File: config.mk
export PLATFORM = sky130hd
export DESIGN_NAME = inst_dispatch_queue
export DESIGN_NICKNAME = d
export VERILOG_FILES = /design/src/rtl/inst_dispatch_queue.sv
export SDC_FILE = /design/constraint.sdc
export NUM_CORES = 1
export LEC_CHECK = 0
export ABC_AREA = 1
export CORE_ASPECT_RATIO = 1.1
export CORE_MARGIN = 2
export CORE_UTILIZATION = 35
export CTS_CLUSTER_DIAMETER = 120
export DETAILED_ROUTE_END_ITERATION = 8
export PLACE_DENSITY_LB_ADDON = 0.08
export SETUP_SLACK_MARGIN = 0.15
export SYNTH_ARGS = -nofsm -noshare
export SYNTH_HDL_FRONTEND = slang
export SYNTH_SLANG_ARGS = --single-unit
File: constraint.sdc
create_clock -name clk -period 5.2 [get_ports clk]
set_input_delay 1.04 -clock clk [delete_from_list [all_inputs] [get_ports clk]]
set_output_delay 1.04 -clock clk [all_outputs]
set_load 0.05 [all_outputs]
File: src/rtl/inst_dispatch_queue.sv
// inst_dispatch_queue
//   Receives valid-only instruction words {opcode, A_idx, B_idx, C_idx, addr},
//   buffers them in a small FIFO, decodes them, and hands them one at a time
//   to the matrix execution unit over an exe_start / exe_done handshake.
//
// Ports
//   clk, rstn                 clock, asynchronous active-low reset
//   inst, inst_valid          incoming instruction word, no backpressure
//   exe_start                 one-cycle pulse, exe_* fields valid
//   exe_opcode/a/b/c/addr     decoded fields of the issued instruction
//   exe_done                  execution unit finished (honoured only in WAIT)
//   busy                      FSM not idle or FIFO non-empty
//   fifo_count                buffered entries (0..FIFO_DEPTH)
//   overflow                  sticky: a word was dropped on a full FIFO
//   illegal_op                sticky: opcode 3'b111 was popped
//   retired_cnt               completed instructions (NOPs included), wraps
module inst_dispatch_queue #(
  parameter int INST_WIDTH = 27,
  parameter int ADDR_WIDTH = 12,
  parameter int IDX_WIDTH  = 4,
  parameter int FIFO_DEPTH = 4
) (
  input  logic                          clk,
  input  logic                          rstn,
  input  logic [INST_WIDTH-1:0]         inst,
  input  logic                          inst_valid,
  output logic                          exe_start,
  output logic [2:0]                    exe_opcode,
  output logic [IDX_WIDTH-1:0]          exe_a_idx,
  output logic [IDX_WIDTH-1:0]          exe_b_idx,
  output logic [IDX_WIDTH-1:0]          exe_c_idx,
  output logic [ADDR_WIDTH-1:0]         exe_addr,
  input  logic                          exe_done,
  output logic                          busy,
  output logic [$clog2(FIFO_DEPTH):0]   fifo_count,
  output logic                          overflow,
  output logic                          illegal_op,
  output logic [15:0]                   retired_cnt
);

  localparam int PW = $clog2(FIFO_DEPTH);
  localparam int CW = PW + 1;
  localparam logic [CW-1:0] DEPTH_C = CW'(FIFO_DEPTH);

  localparam logic [1:0] S_IDLE  = 2'd0;
  localparam logic [1:0] S_ISSUE = 2'd1;
  localparam logic [1:0] S_WAIT  = 2'd2;

  localparam logic [2:0] OP_NOP     = 3'd0;
  localparam logic [2:0] OP_ILLEGAL = 3'd7;

  logic [1:0]            state;
  logic [INST_WIDTH-1:0] mem [FIFO_DEPTH];
  logic [PW-1:0]         wr_ptr;
  logic [PW-1:0]         rd_ptr;
  logic [CW-1:0]         count;

  logic                  fifo_empty;
  logic                  fifo_full;
  logic                  pop;
  logic                  push;
  logic [INST_WIDTH-1:0] head;
  logic [2:0]            head_op;

  always_comb begin
    fifo_empty = (count == '0);
    fifo_full  = (count == DEPTH_C);
    pop        = (state == S_IDLE) && !fifo_empty;
    // A full FIFO still accepts a word when the head leaves on the same edge;
    // the write lands in the slot being vacated, whose old contents are read
    // as head before the edge.
    push       = inst_valid && (!fifo_full || pop);
    head       = mem[rd_ptr];
    head_op    = head[INST_WIDTH-1 -: 3];
  end

  always_ff @(posedge clk) begin
    if (push) begin
      mem[wr_ptr] <= inst;
    end
  end

  always_ff @(posedge clk or negedge rstn) begin
    if (!rstn) begin
      wr_ptr   <= '0;
      rd_ptr   <= '0;
      count    <= '0;
      overflow <= 1'b0;
    end else begin
      if (push) begin
        wr_ptr <= wr_ptr + 1'b1;
      end
      if (pop) begin
        rd_ptr <= rd_ptr + 1'b1;
      end
      case ({push, pop})
        2'b10:   count <= count + 1'b1;
        2'b01:   count <= count - 1'b1;
        default: count <= count;
      endcase
      if (inst_valid && !push) begin
        overflow <= 1'b1;
      end
    end
  end

  // exe_start is registered from ISSUE, so the pulse appears on the cycle
  // after the pop's following edge (pop at E1, pulse E2..E3).
  always_ff @(posedge clk or negedge rstn) begin
    if (!rstn) begin
      state       <= S_IDLE;
      exe_start   <= 1'b0;
      exe_opcode  <= '0;
      exe_a_idx   <= '0;
      exe_b_idx   <= '0;
      exe_c_idx   <= '0;
      exe_addr    <= '0;
      illegal_op  <= 1'b0;
      retired_cnt <= '0;
    end else begin
      exe_start <= (state == S_ISSUE);
      case (state)
        S_IDLE: begin
          if (pop) begin
            if (head_op == OP_NOP) begin
              retired_cnt <= retired_cnt + 16'd1;
            end else if (head_op == OP_ILLEGAL) begin
              illegal_op <= 1'b1;
            end else begin
              exe_opcode <= head_op;
              exe_a_idx  <= head[ADDR_WIDTH+3*IDX_WIDTH-1 -: IDX_WIDTH];
              exe_b_idx  <= head[ADDR_WIDTH+2*IDX_WIDTH-1 -: IDX_WIDTH];
              exe_c_idx  <= head[ADDR_WIDTH+IDX_WIDTH-1 -: IDX_WIDTH];
              exe_addr   <= head[ADDR_WIDTH-1:0];
              state      <= S_ISSUE;
            end
          end
        end
        S_ISSUE: begin
          state <= S_WAIT;
        end
        S_WAIT: begin
          if (exe_done) begin
            retired_cnt <= retired_cnt + 16'd1;
            state       <= S_IDLE;
          end
        end
        default: begin
          state <= S_IDLE;
        end
      endcase
    end
  end

  assign busy       = (state != S_IDLE) || !fifo_empty;
  assign fifo_count = count;

endmodule

## After elaboration in Yosys (flattened, before gate mapping)

Memories as Yosys holds them, arrays and structs flattened.
Index checks and enable logic that the tools add are counted.

- Register bits: 55
- Bits in latches: 0
- Bits in writable memories: 108
- ROM bits: 0
- Input bits: 31
- Output and inout bits: 50
- Word-level logic and storage cells: 62
- Memories kept: 1

- $add $sub $neg: 5
- $mul: 0
- Div/mod/pow operators: 0
- $lt $le $gt $ge: 0
- Equality and inequality tests: 11
- Shift-type cells: 0
- Muxes and demuxes: 12
- Bitwise operators: 2
- Reductions and logical operators: 18

Memories:

| name | depth | bits a word | read ports | clocked after Yosys merged registers in | write ports | RTL line | RTL |
|---|---|---|---|---|---|---|---|
| mem | 4 | 27 | 1 | 0 | 1 | 53 | `logic [INST_WIDTH-1:0] mem [FIFO_DEPTH];` |

Operators by type and width:

| kind | number |
|---|---|
| 16-bit two-way mux | 3 |
| 16-bit one-hot mux with 2 select lines | 1 |
| 16-bit by 1-bit adder with 16-bit output, second input constant | 1 |
| 4-bit AND reduction | 4 |
| 2-bit two-way mux | 4 |
| 2-bit inequality test, second input constant | 4 |
| 3-bit equality test, second input constant | 2 |
| 3-bit zero test | 2 |
| 2-bit one-hot mux with 3 select lines | 1 |
| 3-bit one-hot mux with 2 select lines | 1 |
| 2-bit nonzero test | 3 |
| 2-bit by 1-bit adder with 2-bit output, second input constant | 2 |
| 2-bit by 1-bit equality test with 1-bit output, second input constant | 2 |
| 2-bit equality test, second input constant | 2 |
| 3-bit by 1-bit adder with 3-bit output, second input constant | 1 |
| 1-bit logical AND | 3 |
| 1-bit zero test | 3 |
| 3-bit by 1-bit subtractor with 3-bit output, second input constant | 1 |
| 2-bit zero test | 1 |
| 1-bit logical OR | 2 |
| 1-bit two-way mux | 2 |
| 2-bit by 1-bit inequality test with 1-bit output, second input constant | 1 |
| 1-bit NOT | 2 |

## Depth between registers and ports, before layout

Gate-level depths: netlist of run 1.

- Depth in word-level cells: 7
- Gate-level depth with buffers: 11

## Worst setup path before layout of run 1

OpenSTA, ideal clock, no wires.

- Path kind: in2reg
- From: input inst_valid
- To: memory mem[0][0], enable pin
- Setup time: 0.411 ns
- Data arrival time: 2.316 ns
- Path slack: 2.473 ns
- Cell stages on the path: 2
- Path buffers: 0
- Cell sequence: o21ai_2 > nor2_1

- Cells in the longest elaborated chain, start to end: 3

RTL lines:

| item | RTL line | RTL |
|---|---|---|
| from (decl) | 26 | `input logic inst_valid,` |
| 1-bit logical AND | 72 | `push = inst_valid && (!fifo_full \|\| pop);` |
| 1-bit two-way mux | 78 | `if (push) begin` |
| 1-bit two-way mux (not written as such) | 79 | `mem[wr_ptr] <= inst;` |
| to (decl) | 53 |  |

No other way between the ends.

## Worst setup path after layout of run 1

- From: register rd_ptr[0]
- To: register exe_b_idx[2]

- Cells in the longest elaborated chain, start to end: 4
- Elaborated cells between the ends (all ways): 6
- Those cells by class: eq/ne (1); bitwise (2); reduce/logical (2); memory (1)

RTL lines:

| item | RTL line | RTL |
|---|---|---|
| from (decl) | 55 | `logic [PW-1:0] rd_ptr;` |
| from (signal assigned) | 94 | `rd_ptr <= rd_ptr + 1'b1;` |
| memory read 4 x 27 bit * | - |  |
| 3-bit equality test or 3-bit zero test (tied branches) | 127, 125 |  |
| 1-bit NOT (no line) | - |  |
| 4-bit AND reduction (no line) | - |  |
| to (signal assigned) | 132 | `exe_b_idx <= head[ADDR_WIDTH+2*IDX_WIDTH-1 -: IDX_WIDTH];` |
| to (decl) | 30 | `output logic [IDX_WIDTH-1:0] exe_b_idx,` |

Mark *: on every way between the ends. The rest lies on a longest branch, timed or not.
A chain may end at the register's enable or synchronous reset.

==> results of run 1 <==
-- registers in the layout (all words and copies together) (netlist names) --
name and count:
state 2, mem 108, exe_addr 12, exe_c_idx 4, exe_opcode 3, illegal_op 1, exe_b_idx 4, exe_a_idx 4
overflow 1, wr_ptr 2, exe_start 1, rd_ptr 2, fifo_count 3, retired_cnt 16
-- power by group --
group          internal, mW  total, mW  leakage, nW  switching, mW
sequential             1.75       1.91         1.68          0.150
clock                 0.702       1.20        0.279          0.500
combinational         0.663       2.35         1.27           1.69
-- per-layer routing --
metal	vias up	global-route usage, %	part of all wire [%]
met4	0	5.206	1.3
met1	2240	20.49	45
met5	-	0	0
met2	123	25.80	49
met3	18	3.502	5.1
li1	2215	-	-
-- critical path: stages, from the launching register on --
cell,delay [ns]
dfrtp_2,0.38
buf_4,0.29
inv_2,0.76
nand2_1,0.10
nand3_1,0.12
nand2_2,0.10
nor2_2,0.12
nand2_2,0.45
nand2_4,0.54
nand2_1,0.09
nand2_1,0.08
-- stage by stage --
stage               setup slack, ns  total power, mW
floorplan                     2.473            3.628
global placement              2.072            4.266
detailed placement            2.000            4.314
CTS                           1.980            5.529
global route                  1.736            5.807
finish                        2.058            5.455
-- worst paths after layout --
check / start / to / depth (start not counted)
worst min-delay path: exe_a_idx[2] / exe_a_idx[2] / 2
worst max register to register: rd_ptr[0] / exe_b_idx[2] / 10
worst max-delay path: rd_ptr[0] / exe_b_idx[2] / 10
worst min register to register: exe_a_idx[2] / exe_a_idx[2] / 2
min in group asynchronous: rstn / exe_opcode[1] / 2
max in group asynchronous: rstn / rd_ptr[0] / 2
-- kinds of logic (layout without fill, tap and decap cells) --
logic type	Yosys count	count (layout)	share of synthesized area [%]
flops	163	163	67.94
buf+inv	52	141	3.883
simple gates	284	284	18.83
fa+ha+maj	6	6	1.215
xor+xnor	12	12	1.546
compound gates	80	80	6.588
-- area by class of cell --
class                      count  area, µm²
fill                        1775      10730
sequential                   163       4621
multi-input combinational    382       1946
timing repair buffer          83      818.3
clock buffer                  22      474.2
tap                          247      309.0
inverter                      26      100.1
clock inverter                10      98.84
-- cells in the final DEF, fill, tap and decap left out, types with 3 or more instances in the layout --
cell	Yosys	layout
buf_4	4	3
clkbuf_16	0	17
clkbuf_8	0	3
clkdlybuf4s50_1	0	79
clkinv_4	0	3
dfrtp_1	55	54
edfxtp_1	108	108
ha_1	5	5
inv_1	19	19
inv_2	6	6
inv_6	0	3
nand2_1	132	132
nand2_2	6	6
nand3_1	39	39
nand3_2	11	11
nand4_1	14	14
nor2_1	73	69
nor2_2	3	3
nor2_4	0	4
o21ai_0	50	50
o22ai_1	24	24
xnor2_1	3	3
xor2_1	9	9
==> results.cfg, run 1 <==
[yosys]
synth_flop_cell = edfxtp_1
ys_warn_count = 0
ys_top_cells_by_area = edfxtp_1 (48%), dfrtp_1 (20%), nand2_1 (7.3%)
ys_seq_area_share_pct = 67.94
yosys_register_bits = 163
synth_cells = 597
avgSynthCellArea_um2 = 11.39
ys_top_cells_by_count = nand2_1 (132), edfxtp_1 (108), nor2_1 (73), dfrtp_1 (55), o21ai_0 (50)
async_reset_ff_share_pct = 33.74
synth_edf_count = 108
yosysTopAreaCell = edfxtp_1
synth_area_um2 = 6799
synth.most_common_cell = nand2_1
synth_cell_types = 31
synth_top_area_share_pct = 47.70
synth.net_count = 634

[cells_and_area]
finalNetCount = 710
final_core_util_pct = 43.81
antenna_cells = 0
drive_above_1_share_pct = 10.20
stdcell_count = 933
area_growth_pct = 23.06
final_cell_area_um2 = 8367

[sta]
fin_crit_ns = 3.142
worst_pin_slew_ns = 0.9684
setup_viol = 0
final-hold-violation-count = 0
fin_worst_skew_ns = 0.01099
drv_slew = 0
slew_headroom_pct = 35.29
setup_tns_ns = 0
hold_ws_ns = 0.4699
rsz0062_at_grt = no
clock.fmax_mhz = 318.3
period_share_pct = 60.41

[drt]
via_count = 4596
drc = 0
first_pass_iters = 5
via_per_inst = 4.926
ant_nets = 0
wl_per_cell_um = 16.60
first_iter_violations = 245
wl_mm = 15.49

[global_routing]
grt_pass1_vias = 4543
grt_max_degree = 57
groute.usage.overall_pct = 15.65
grt_pass1_wl_mm = 24.11
overflow = 0
antenna_found_initial = 0

[place]
io_buffers = 80
postPlaceCellArea_um2 = 7794
place_inst = 901
gp_congestion = 0.7694
dp_hpwl_mm = 9.195

[die]
die_h_um = 150.2
initial_utilization_pct = 35.60
die_w_um = 136.9
core_um2 = 19100
ios = 81
die-area_um2 = 20560
core.rowCount = 53

[clock_tree]
cts_resized = 0
clkTransAtPathRegs_ns = 0.06
root_buffer = clkbuf_16
clk_path_buf_depth = 2
cts_hold_buf = 0
htreeDepth = 4
cts_tree = done
clock_latency_ns = 0.42
clock_sinks = 163
cts_buffers = 17
post_cts_buffers = 0

[setup_path]
crit_type = flip-flop to flip-flop
end_kind = flip-flop
arrival_ns = 3.49
cp-start-kind = flip-flop
critical_path_required_ns = 5.54
path_max_fanout = 56
r2r_slack_ns = 2.06

[min_path]
hold_path_class = flip-flop to flip-flop

[pwr]
leakagePower_nw = 3.225
p_per_area_nw_per_um2 = 652.0
ir_worst_vdd_mv = 0.3737

[job]
max_cap_viol_count = 0

[run_status]
outcome = complete, no violations
Power figures use the tool's default switching activity.
==> inputs of run 2 (changes only) <==
Clock period 5.2 ns to 3 ns, I/O delays scaled along.
==> run 2 against run 1 <==
Design area grew 0.57%. Highest routed layer unchanged. First-iteration DRC count decreased by 1.6%. Critical endpoint is now busy. Clock power is 69% higher. Combinational power grew 74%.
==> results.cfg, run 2 (same netlist as run 1, synthesis figures left out) <==
[cells_and_area]
reg_top3 = mem (108), retired_cnt (16), exe_addr (12)
area_growth_pct = 23.76
top_register = mem
finalNetCount = 717
drive_above_1_share_pct = 11.11
layout_common_cells = nand2_1 (132), edfxtp_1 (108), clkdlybuf4s50_1 (79)
antenna_cells = 0
final_core_util_pct = 44.06
stdcell_count = 940
final_cell_area_um2 = 8414
final_common_cell = nand2_1
largest_register_ffs = 108

[die]
initial_utilization_pct = 35.60
core.rowCount = 53
die_w_um = 136.9
ios = 81
die_h_um = 150.2
die-area_um2 = 20560
core_um2 = 19100

[pwr]
p_per_area_nw_per_um2 = 1126
power_switching_mw = 4.081
p_clk_share_pct = 21.4
ir_worst_vdd_mv = 0.5260
seqPwrFrac_pct = 35.4
internal_power_mw = 5.394
swShare_pct = 43.07
leakagePower_nw = 3.246
share_comb_of_total_power_pct = 43.2

[clock_tree]
clk_path_buf_depth = 2
cts_buffers = 17
cts_resized = 0
post_cts_buffers = 0
root_buffer = clkbuf_16
cts_tree = done
htreeDepth = 4
clock_sinks = 163
clock_latency_ns = 0.42
clkTransAtPathRegs_ns = 0.06
cts_hold_buf = 0

[sta]
fin_crit_ns = 2.535
period_share_pct = 84.49
fin_worst_skew_ns = 0.007373
slew_headroom_pct = 44.65
clock.fmax_mhz = 394.5
setup_tns_ns = 0
drv_slew = 0
final-hold-violation-count = 0
rsz0062_at_grt = no
fin_ws_ns = 0.4654
setup_viol = 0
worst_pin_slew_ns = 0.8302

[global_routing]
groute.usage.overall_pct = 16.36
antenna_found_initial = 0
grt_pass1_vias = 4651
grt_max_degree = 49
grt_pass1_wl_mm = 25.24
overflow = 0

[drt]
drc = 0
first_iter_violations = 241
via_per_inst = 4.937
wl_mm = 15.77
wl_per_cell_um = 16.77
first_pass_iters = 4
via_count = 4641
ant_nets = 0

[place]
place_inst = 908
postPlaceCellArea_um2 = 7859
gp_congestion = 0.8225
io_buffers = 80
dp_hpwl_mm = 9.476
pre_cts_ws_ns = 0.6490

[job]
max_cap_viol_count = 0

[setup_path]
cpPeakStageDelay_ns = 0.73
slowest_stage = clkdlybuf4s50_1
cp-start-kind = flip-flop
arrival_ns = 1.93
crit_type = flip-flop to output pin
end_kind = output pin
reg2reg_from = fifo_count[1]
critical_path.startpoint = state[1]
path_max_fanout = 5
critical_path_required_ns = 2.40
path_cells = nor2_2, nand3_1, clkdlybuf4s50_1

[min_path]
hold_path_class = input port to async pin

[run_status]
outcome = complete, no violations
## run 2: path summary, 6_finish.rpt
kind                                  to  slack, ns  cells past startpoint
max                                 busy       0.47                      3
min                        fifo_count[0]       0.28                      1
max reg2reg                fifo_count[2]       0.74                      9
min reg2reg                 exe_addr[10]       0.47                      2
max in group asynchronous    exe_addr[9]       2.10                      2
min in group clk            exe_addr[10]       0.47                      2
## run 2: cell type report
type | count | area (µm²)
fill | 1809 | 10680
sequential | 163 | 4621
multi-input combinational | 382 | 1946
timing repair buffer | 90 | 883.3
clock buffer | 21 | 450.4
tap | 247 | 309.0
clock inverter | 11 | 105.1
inverter | 26 | 100.1
## run 2: worst max-delay path: cells and delay by family (launching register included)
| family | cells | cell delay (ns) |
|---|---|---|
| simple gates | 2 | 0.37 |
| flops | 1 | 0.42 |
| buf+inv | 1 | 0.73 |
## run 2: power by group through the flow
stage	combinational [mW]	clock, mW	sequential, mW
2_1_floorplan	2.15	0	4.14
3_3_place_gp	4.12	0	3.38
3_5_place_dp	4.15	0	3.39
4_1_cts	4.17	2.08	3.35
5_1_grt	4.53	2.18	3.42
6_report	4.10	2.03	3.35
## run 2: metrics by stage
step	total power, mW	hold slack (ns)
finish	9.476	0.2798
CTS	9.606	0.3080
detailed placement	7.545	0.4569
global placement	7.504	0.4525
global route	10.13	0.3362
floorplan	6.288	0.3044
## run 2: routing by layer
layer | GRT usage [%] | vias to the layer above | share of wire, %
li1 | - | 2227 | -
met1 | 21.33 | 2299 | 45
met2 | 27.08 | 100 | 49
met5 | 0 | - | 0
met4 | 5.206 | 0 | 1.2
met3 | 3.771 | 15 | 4.1
==> inputs of run 3 (changes only) <==
Clock period 3 ns to 2.4 ns, I/O delays scaled along.
==> run 3 against run 2 <==
Register-to-register slack worse by 0.36 ns. First-iteration DRC count down 2.5%. Hold slack worse by 0.22 ns. Utilization up 0.60 points. Final cell count up 0.32%. Critical path type unchanged. Sequential power up 24%. Routed wire length up 3.7%. Global-route usage up 0.21 points.
==> results.cfg, run 3 (same netlist as run 1, synthesis figures left out) <==
[die]
die_w_um = 136.9
die-area_um2 = 20560
ios = 81
core.rowCount = 53
die_h_um = 150.2
initial_utilization_pct = 35.60
core_um2 = 19100

[setup_path]
r2r-end = fifo_count[2]
critical_path_required_ns = 1.92
reg2reg_depth = 9
r2r_slack_ns = 0.38
cp-start-kind = flip-flop
crit_family = buffers and inverters
crit_buf_inv = 1
path_cells = clkdlybuf4s50_1
slowest_stage = clkdlybuf4s50_1
reg2reg_from = fifo_count[1]
arrival_ns = 1.71
cpPeakStageDelay_ns = 0.84
path_max_fanout = 6
crit_type = flip-flop to output pin
end_kind = output pin

[cells_and_area]
stdcell_count = 943
final_common_cell = nand2_1
final_core_util_pct = 44.66
top_register = mem
finalNetCount = 720
reg_top3 = mem (108), retired_cnt (16), exe_addr (12)
drive_above_1_share_pct = 11.06
layout_common_cells = nand2_1 (132), edfxtp_1 (108), clkdlybuf4s50_1 (72)
antenna_cells = 0
area_growth_pct = 25.45
largest_register_ffs = 108

[sta]
setup_viol = 0
clock.fmax_mhz = 455.7
final-hold-violation-count = 0
slew_headroom_pct = 64.23
fin_crit_ns = 2.195
worst_pin_slew_ns = 0.5349
drv_slew = 0
rsz0062_at_grt = yes
setup_tns_ns = 0
fin_ws_ns = 0.2054
fin_worst_skew_ns = 0.007606
period_share_pct = 91.44

[clock_tree]
htreeDepth = 4
clock_sinks = 163
cts_hold_buf = 0
cts_tree = done
clock_latency_ns = 0.42
clkTransAtPathRegs_ns = 0.06
post_cts_buffers = 0
root_buffer = clkbuf_16
cts_buffers = 17
clk_path_buf_depth = 2

[global_routing]
groute.usage.overall_pct = 16.57
grt_pass1_vias = 4652
antenna_found_initial = 0
grt_max_degree = 56
grt_pass1_wl_mm = 25.43
overflow = 0

[pwr]
seqPwrFrac_pct = 34.4
ir_worst_vdd_mv = 0.7151
leakagePower_nw = 3.385
total_power_mw = 12.10
p_per_area_nw_per_um2 = 1418
internal_power_mw = 6.935
power_switching_mw = 5.163
share_comb_of_total_power_pct = 43.9
p_clk_share_pct = 21.8
swShare_pct = 42.68

[drt]
via_count = 4688
ant_nets = 0
drc = 0
via_per_inst = 4.971
wl_per_cell_um = 17.33
wl_mm = 16.34
first_iter_violations = 235
first_pass_iters = 4

[place]
pre_cts_ws_ns = 0.2298
place_inst = 911
dp_hpwl_mm = 10.00
io_buffers = 80
gp_congestion = 0.7760

[run_status]
outcome = complete, no violations

[job]
max_cap_viol_count = 0

[min_path]
hold_path_class = input port to async pin
## run 3: worst max-delay path by stage
stage	from	end	slack [ns]	depth (start not counted)
3_3_place_gp	inst_valid	fifo_count[2]	0.24	8
6_report	retired_cnt[4]	retired_cnt[4]	0.21	1
5_1_grt	state[1]	busy	0.12	3
4_1_cts	retired_cnt[7]	retired_cnt[7]	0.16	1
3_5_place_dp	inst_valid	fifo_count[2]	0.23	8
2_1_floorplan	fifo_count[1]	mem[0][0]	-0.19	4
## run 3: power groups by stage
| stage | Clock, mW | Combinational [mW] | Sequential, mW |
|---|---|---|---|
| after floorplan | 0 | 2.68 | 5.18 |
| after global placement | 0 | 5.29 | 4.20 |
| after detailed placement | 0 | 5.36 | 4.21 |
| after CTS | 2.68 | 5.37 | 4.16 |
| after global routing | 2.81 | 5.82 | 4.23 |
| final | 2.63 | 5.31 | 4.16 |
## run 3: worst reg2reg max path: stages (launching register included)
cell and delay [ns]:
dfrtp_1 0.42, nor2_2 0.19, nand2_1 0.13, o21ai_4 0.34, nand2_2 0.10, fa_1 0.41, o21ai_0 0.19, nand2_1 0.07
nand2_1 0.06, inv_1 0.03
## run 3: timing repair
item / CTS / global route
cloned: 0 / 0
setup endpoints to repair: 1 / 34
resized for setup: 1 / 9
## run 3: cell type report
cell class,instances,area (µm²)
clock buffer,24,461.7
clock inverter,8,105.1
fill,1800,10570
inverter,26,101.3
multi-input combinational,382,1962
sequential,163,4621
tap,247,309.0
timing repair buffer,93,969.7
## run 3: metrics by stage
step | cell area, µm² | hold WS [ns]
global route | 8529 | 0.08129
finish | 8529 | 0.05867
detailed placement | 7931 | 0.4586
global placement | 7931 | 0.4516
CTS | 8497 | 0.06628
floorplan | 6799 | 0.1844
## run 3: metal layers
metal	global-route usage [%]	share of wire, %
met5	0	0
met4	4.485	1.2
met3	3.636	4.4
met2	27.90	50
met1	21.65	44
